===== config.mk =====
export PLATFORM = sky130hd
export DESIGN_NAME = z80_mem_bridge
export DESIGN_NICKNAME = d
export VERILOG_FILES = /design/src/rtl/z80_mem_bridge_pkg.sv /design/src/rtl/z80_mem_bridge_sync_bit.sv /design/src/rtl/z80_mem_bridge.sv
export SDC_FILE = /design/constraint.sdc
export NUM_CORES = 1
export LEC_CHECK = 0
export BUFFER_PORTS_ARGS = -buffer_cell sky130_fd_sc_hd__buf_2
export CAP_MARGIN = 5
export CORE_MARGIN = 4
export CORE_UTILIZATION = 44
export DETAILED_ROUTE_END_ITERATION = 10
export PLACE_DENSITY = 0.76
export SYNTH_ARGS = -nofsm -noshare
export SYNTH_HDL_FRONTEND = slang
export SYNTH_HIERARCHICAL = 1
export SYNTH_SLANG_ARGS = --single-unit

===== constraint.sdc =====
create_clock -name clk_i -period 2 [get_ports clk_i]
set_input_delay 0.3 -clock clk_i [delete_from_list [all_inputs] [get_ports clk_i]]
set_output_delay 0.3 -clock clk_i [all_outputs]
set_load 0.005 [all_outputs]

===== src/rtl/z80_mem_bridge_pkg.sv =====
// Shared definitions for the Z80-to-RAM bridge: FSM encoding and the RAM geometry.
package z80_mem_bridge_pkg;

  localparam int unsigned RAM_ADDR_W = 10;

  typedef enum logic [2:0] {
    StIdle     = 3'd0,
    StRdAddr   = 3'd1,
    StRdData   = 3'd2,
    StWrCommit = 3'd3,
    StDone     = 3'd4
  } state_e;

endpackage


===== src/rtl/z80_mem_bridge_sync_bit.sv =====
// Single-bit multi-flop synchronizer; resets to 1 so inactive-high strobes read idle.
module sync_bit #(
  parameter int unsigned Stages = 2
) (
  input  logic clk_i,
  input  logic rst_ni,
  input  logic d_i,
  output logic q_o
);

  logic [Stages-1:0] sync_q;

  always_ff @(posedge clk_i or negedge rst_ni) begin
    if (!rst_ni) begin
      sync_q <= '1;
    end else begin
      sync_q <= {sync_q[Stages-2:0], d_i};
    end
  end

  assign q_o = sync_q[Stages-1];

endmodule


===== src/rtl/z80_mem_bridge.sv =====
// Turns asynchronous Z80 memory cycles into single-clock accesses on a registered-read RAM,
// holding the CPU off with WAIT_n until the read data is presented or the write is committed.
module z80_mem_bridge
  import z80_mem_bridge_pkg::*;
#(
  parameter int unsigned AddrW      = RAM_ADDR_W,
  parameter logic [15:0] Base       = 16'h0000,
  parameter int unsigned SyncStages = 2
) (
  input  logic             clk_i,
  input  logic             rst_ni,
  input  logic [15:0]      z_addr_i,
  input  logic [7:0]       z_data_in_i,
  output logic [7:0]       z_data_out_o,
  output logic             z_data_oe_o,
  input  logic             z_mreq_n_i,
  input  logic             z_rd_n_i,
  input  logic             z_wr_n_i,
  output logic             z_wait_n_o,
  output logic [AddrW-1:0] mem_addr_o,
  output logic [7:0]       mem_wdata_o,
  output logic             mem_we_o,
  input  logic [7:0]       mem_rdata_i
);

  logic mreq_s, rd_s, wr_s;
  logic hit, sel, done_exit;

  state_e           state_q, state_d;
  logic [AddrW-1:0] mem_addr_q, mem_addr_d;
  logic [7:0]       mem_wdata_q, mem_wdata_d;
  logic             mem_we_q, mem_we_d;
  logic [7:0]       z_data_out_q, z_data_out_d;
  logic             z_data_oe_q, z_data_oe_d;
  logic             z_wait_n_q, z_wait_n_d;

  sync_bit #(.Stages(SyncStages)) u_sync_mreq (
    .clk_i  (clk_i),
    .rst_ni (rst_ni),
    .d_i    (z_mreq_n_i),
    .q_o    (mreq_s)
  );

  sync_bit #(.Stages(SyncStages)) u_sync_rd (
    .clk_i  (clk_i),
    .rst_ni (rst_ni),
    .d_i    (z_rd_n_i),
    .q_o    (rd_s)
  );

  sync_bit #(.Stages(SyncStages)) u_sync_wr (
    .clk_i  (clk_i),
    .rst_ni (rst_ni),
    .d_i    (z_wr_n_i),
    .q_o    (wr_s)
  );

  assign hit       = (z_addr_i[15:AddrW] == Base[15-AddrW:0]);
  assign sel       = ~mreq_s & hit;
  // Leave DONE only once the CPU has dropped the cycle, so a held strobe cannot retrigger.
  assign done_exit = mreq_s | (rd_s & wr_s);

  always_ff @(posedge clk_i or negedge rst_ni) begin
    if (!rst_ni) begin
      state_q <= StIdle;
    end else begin
      state_q <= state_d;
    end
  end

  always_comb begin
    state_d = state_q;
    unique case (state_q)
      StIdle: begin
        if (sel && !rd_s) begin
          state_d = StRdAddr;
        end else if (sel && !wr_s) begin
          state_d = StWrCommit;
        end
      end
      StRdAddr:   state_d = StRdData;
      StRdData:   state_d = StDone;
      StWrCommit: state_d = StDone;
      StDone: begin
        if (done_exit) begin
          state_d = StIdle;
        end
      end
      default:    state_d = StIdle;
    endcase
  end

  always_comb begin
    mem_addr_d   = mem_addr_q;
    mem_wdata_d  = mem_wdata_q;
    mem_we_d     = mem_we_q;
    z_data_out_d = z_data_out_q;
    z_data_oe_d  = z_data_oe_q;
    z_wait_n_d   = z_wait_n_q;
    unique case (state_q)
      StIdle: begin
        if (sel && !rd_s) begin
          mem_addr_d = z_addr_i[AddrW-1:0];
          z_wait_n_d = 1'b0;
        end else if (sel && !wr_s) begin
          mem_addr_d  = z_addr_i[AddrW-1:0];
          mem_wdata_d = z_data_in_i;
          mem_we_d    = 1'b1;
          z_wait_n_d  = 1'b0;
        end
      end
      StRdData: begin
        z_data_out_d = mem_rdata_i;
        z_data_oe_d  = 1'b1;
        z_wait_n_d   = 1'b1;
      end
      StWrCommit: begin
        mem_we_d   = 1'b0;
        z_wait_n_d = 1'b1;
      end
      StDone: begin
        if (done_exit) begin
          z_data_oe_d = 1'b0;
        end
      end
      default: ;
    endcase
  end

  always_ff @(posedge clk_i or negedge rst_ni) begin
    if (!rst_ni) begin
      mem_addr_q   <= '0;
      mem_wdata_q  <= '0;
      mem_we_q     <= 1'b0;
      z_data_out_q <= '0;
      z_data_oe_q  <= 1'b0;
      z_wait_n_q   <= 1'b1;
    end else begin
      mem_addr_q   <= mem_addr_d;
      mem_wdata_q  <= mem_wdata_d;
      mem_we_q     <= mem_we_d;
      z_data_out_q <= z_data_out_d;
      z_data_oe_q  <= z_data_oe_d;
      z_wait_n_q   <= z_wait_n_d;
    end
  end

  assign mem_addr_o   = mem_addr_q;
  assign mem_wdata_o  = mem_wdata_q;
  assign mem_we_o     = mem_we_q;
  assign z_data_out_o = z_data_out_q;
  assign z_data_oe_o  = z_data_oe_q;
  assign z_wait_n_o   = z_wait_n_q;

endmodule


==> results.cfg, run 1 <==
[synthesis]
ys.flop_type = dfrtp_1
ys_ff_latch = 38
synth-seq-area-share_pct = 65.5
ys_warn_count = 6
syn_inst = 88
syn_nets = 125
synth_edf_count = 0
synth_cell_types = 22
post_synth_instance_area_mm2 = 0.00147
async_flop_share_pct = 100
syn_area_per_cell_um2 = 16.6

[finish]
n_antenna_cell = 0
area_growth_syn_to_layout_pct = 29.5
fin_cells = 204
final_nets = 196
design_area_mm2 = 0.00190
drive_gt1_share_pct = 70.0
layout_commonest_cell = buf_2
layout_common_cells = 65 x buf_2, 31 x dfrtp_1, 18 x mux2_2, 8 x mux2_4, 7 x dfstp_2

[global_route]
grt_pass1_vias = 1046
antenna_found_initial = 0
grt_overflow = 0
grt_max_degree = 39
grt_first_pass_wirelength_mm = 4.74
grt_usage_pct = 15.1

[timing]
setup_tns_ps = 0
clock.fmax_mhz = 584
finalCriticalPeriod_ps = 1710
hold_viol = 0
clock_skew_ps = 8.11
finalSetupViolations = 0
maxSlewHeadroom_pct = 46.7
rsz0062_at_grt = no
final_max_slew_viol_count = 0
hold_ws_ps = 52.9
tightest_slew_ps = 800
finalCritPeriodShare_pct = 85.7

[outcome]
status = complete, no violations

[pwr]
power.density_mw_per_mm2 = 781
power_leakage_nw = 1.07
max-vdd-ir-drop_v = 0.000508

[floorplan]
core-area_mm2 = 0.00313
initial_utilization_pct = 46.8
die_area_mm2 = 0.00432
chipHeight_um = 65.7
die_w_um = 65.7
fp-row-count = 20
ios = 66

[cts]
clk_pin_slew_ps = 90
cts_max_path_buffers = 2
cts_tree = built
cts_hold_buf = 0
h-tree-depth = 2
post_cts_resized = 0
clkSinkCount = 38
insertion_delay_ps = 330
cts_setup_buffers = 0
cts_inserted_buffers = 5
clockRootBuffer = clkbuf_4

[setup_path]
critPathKind = register to register
start_kind = register
worst_setup_path_end_kind = register
cp.required_ps = 2220
cp_max_fo = 12
cp_data_arrival_time_ps = 1930

[routing]
num_vias = 961
vias_per_cell = 4.71
avgRoutedWirePerCell_um = 14.2
ant_nets = 0
wl_mm = 2.90
drc = 0
drt-initial-drc-count = 27
dr.pass1.iters = 2

[run]
max_cap_viol_count = 0

[placement]
gp_congestion = 0.743
placed_cells = 196
place_area_mm2 = 0.00184
io_buffer_count = 65
hpwl_mm = 2.25

[min_path]
hold_class = input pin to asynchronous set/reset pin
-- routing by layer --
layer	global-route usage [%]	wire length, µm
met1	16.4	1100
met2	26.2	1580
met3	3.42	155
met4	9.33	63
met5	0	0
-- area by class of cell --
type / instances / area [µm²]
clock buffer: 7 / 55.1
clock inverter: 1 / 5.00
fill: 258 / 1230
inverter: 2 / 7.51
multi-input combinational: 46 / 482
sequential: 38 / 960
tap: 44 / 55.1
timing repair buffer: 66 / 333
-- power by group --
group	switching [mW]	internal (mW)	total, mW
logic	0.0786	0.126	0.205
registers	0.0370	0.844	0.881
clock network	0.226	0.170	0.396
total	0.341	1.14	1.48
-- cell usage after synthesis (all sizes together) (2+ instances only) --
library cell  count  area share (%)
nand4             2             1.7
mux2             26              22
a21o              2             1.1
dfrtp            31              53
nor3              3             1.7
inv               2            0.51
buf               2             1.1
dfstp             7              13
nor2              2            0.51
nor2b             3             1.3
-- path summary, 6_finish.rpt --
path                       cells after the start  slack [ps]                       endpoint                           from
setup / recovery                               3         290      mem_addr_o[6]$_DFFE_PN0P_         state_q[0]$_DFFE_PN0P_
hold / removal                                 1          50      mem_addr_o[3]$_DFFE_PN0P_                         rst_ni
setup reg to reg                               3         290      mem_addr_o[6]$_DFFE_PN0P_         state_q[0]$_DFFE_PN0P_
hold reg to reg                                0         360  u_sync_wr/sync_q[1]$_DFF_PN1_  u_sync_wr/sync_q[0]$_DFF_PN1_
max in group asynchronous                      1        1450         state_q[0]$_DFFE_PN0P_                         rst_ni
min in group clk_i                             1          50  u_sync_rd/sync_q[0]$_DFF_PN1_                       z_rd_n_i
-- critical path, cell delays in order, from the launching register on --
cell and delay, ps:
dfrtp_1 470, nor3_2 270, nand4_2 420, mux2_4 440
-- logic make-up after synthesis --
group / after synthesis / synth area share [%]
muxes: 26 / 22.0
and+or+nand+nor: 13 / 7.34
DFF: 38 / 65.5
buffers and inverters: 4 / 1.62
AOI/OAI and AO/OA: 7 / 3.50
-- metrics by stage --
stage	setup slack [ps]	power (mW)	utilization [%]
final	287	1.48	60.6
after floorplan	599	0.975	-
after global placement	272	1.09	58.7
after CTS	259	1.51	60.6
after global routing	168	1.57	60.6
after detailed placement	212	1.10	58.7
-- flip-flops by register name (all words and copies together), names as in the netlist --
register	cells
mem_addr_o	10
z_data_out_o	8
mem_we_o	1
z_data_oe_o	1
state_q	3
mem_wdata_o	8
z_wait_n_o	1
u_sync_mreq/sync_q	2
u_sync_rd/sync_q	2
u_sync_wr/sync_q	2
Note: power is estimated with default switching activity, not from simulation.
==> run 2, diff against run 1 <==
--- a/config.mk
+++ b/config.mk
@@ -7,7 +7,7 @@
 export LEC_CHECK = 0
 export BUFFER_PORTS_ARGS = -buffer_cell sky130_fd_sc_hd__buf_2
 export CAP_MARGIN = 5
-export CORE_MARGIN = 4
+export CORE_MARGIN = 2
 export CORE_UTILIZATION = 44
 export DETAILED_ROUTE_END_ITERATION = 10
 export PLACE_DENSITY = 0.76
==> run 2 against run 1 <==
Compared with the run above:
- via count is 2.4% higher
- non-clock buffer count is 1 higher
- routed wire length is 8.1% lower
- clock skew increased by 5.2 ps
- clock power up 69%
- critical path depth up 1
- combinational power shrank 2%
- die area fell by 12%
- sequential power about the same
- global-route usage up 0.53 points
- largest cell class unchanged
- highest routed layer unchanged
==> results.cfg, run 2 (synthesized netlist as in run 1, its figures left out) <==
[finish]
multi_input_area_um2 = 482
layout_commonest_cell = buf_2
drive_gt1_share_pct = 70.8
fillCellCount = 246
n_antenna_cell = 0
regArea_um2 = 960
largest_reg_flops = 10
area_growth_syn_to_layout_pct = 33.5
final_nets = 197
layout_common_cells = 65 x buf_2, 31 x dfrtp_1, 18 x mux2_2, 8 x mux2_4, 7 x dfstp_2

[floorplan]
ios = 66
core-area_mm2 = 0.00310
die_w_um = 61.7
fp-row-count = 20
die_area_mm2 = 0.00381
initial_utilization_pct = 47.2
chipHeight_um = 61.7

[placement]
gp_congestion = 0.744
io_buffer_count = 65
hpwl_mm = 2.01
preCtsSetupSlack_ps = 440

[setup_path]
worst_setup_path_end_kind = register
crit_chain = nor2b_1 -> nor2b_1 -> buf_4 -> mux2_2
crit_path_start = state_q[1]$_DFFE_PN0P_
cp_data_arrival_time_ps = 1780
start_kind = register
cp_max_fo = 8
cp_common_cell = nor2b_1
cp.required_ps = 2230
r2r_start = state_q[1]$_DFFE_PN0P_
critPathKind = register to register
cpMaxStageDelayCell = dfrtp_1
critical_path.max_stage_delay_ps = 440

[routing]
wl_mm = 2.66
drc = 0
dr.pass1.iters = 4
avgRoutedWirePerCell_um = 13.0
vias_per_cell = 4.80
ant_nets = 0
drt-initial-drc-count = 20
num_vias = 984

[cts]
clk_pin_slew_ps = 120
cts_hold_buf = 0
cts_tree = built
cts_inserted_buffers = 5
cts_max_path_buffers = 2
cts_setup_buffers = 0
clkSinkCount = 38
insertion_delay_ps = 340
post_cts_resized = 0
clockRootBuffer = clkbuf_4
h-tree-depth = 2

[pwr]
power_leakage_nw = 1.10
max-vdd-ir-drop_v = 0.000535
power.density_mw_per_mm2 = 896

[timing]
final_max_slew_viol_count = 0
finalCriticalPeriod_ps = 1550
finalSetupViolations = 0
clock.fmax_mhz = 647
rsz0062_at_grt = no
hold_viol = 0
clock_skew_ps = 13.3
setup_tns_ps = 0
finalCritPeriodShare_pct = 77.3
maxSlewHeadroom_pct = 46.9
hold_ws_ps = 28.7
layout_setup_ws_ps = 454
tightest_slew_ps = 796

[global_route]
grt_usage_pct = 15.6
grt_pass1_vias = 990
grt_overflow = 0
grt_first_pass_wirelength_mm = 4.20
grt_max_degree = 39
antenna_found_initial = 0

[min_path]
hold_class = input pin to asynchronous set/reset pin

[outcome]
status = complete, no violations

[run]
max_cap_viol_count = 0
==> run 2: worst paths after layout <==
check	to	slack (ps)	cells after the start
worst max-delay path	z_data_out_o[4]$_DFFE_PN0P_	450	4
worst min-delay path	mem_addr_o[1]$_DFFE_PN0P_	30	1
worst max register to register	z_data_out_o[4]$_DFFE_PN0P_	450	4
worst min register to register	u_sync_mreq/sync_q[1]$_DFF_PN1_	360	0
max in group asynchronous	mem_addr_o[9]$_DFFE_PN0P_	1460	1
min in group clk_i	u_sync_wr/sync_q[0]$_DFF_PN1_	40	1
==> run 2: layout make-up <==
class | instances | share of cell area (%)
Clock buffer | 6 | 2.62
Clock inverter | 2 | 3.07
Inverter | 2 | 0.384
Multi-Input combinational cell | 46 | 24.6
Sequential cell | 38 | 49.1
Tap cell | 44 | 2.82
Timing Repair Buffer | 67 | 17.4
==> run 2: where the power goes <==
group	internal, mW	leakage (nW)	switching [mW]
registers	0.844	0.489	0.0363
logic	0.126	0.550	0.0752
clock network	0.424	0.0585	0.246
total	1.39	1.10	0.357
==> run 2: through the flow <==
| step | instances | power (mW) | utilization, % | area, µm² |
|---|---|---|---|---|
| 2_1_floorplan | 88 | 0.975 | - | 1470 |
| 3_3_place_gp | 197 | 1.09 | 59.4 | 1840 |
| 3_5_place_dp | 197 | 1.10 | 59.4 | 1840 |
| 4_1_cts | 205 | 1.78 | 63.0 | 1960 |
| 5_1_grt | 205 | 1.84 | 63.0 | 1960 |
| 6_report | 205 | 1.75 | 63.0 | 1960 |
==> run 2: layer usage <==
| metal | GRT usage (%) | vias up | part of all wire [%] |
|---|---|---|---|
| met5 | 0 | - | 0 |
| met1 | 17.6 | 482 | 39 |
| met4 | 10.0 | 0 | 2.3 |
| li1 | - | 452 | - |
| met3 | 3.73 | 5 | 6.5 |
| met2 | 26.3 | 45 | 52 |
==> run 2: worst max-delay path, delay by kind of cell, from the launching register on <==
kind	cells	cell delay (ps)
AND/OR/NAND/NOR	2	490
flip-flops	1	440
multiplexers	1	340
buffers and inverters	1	170
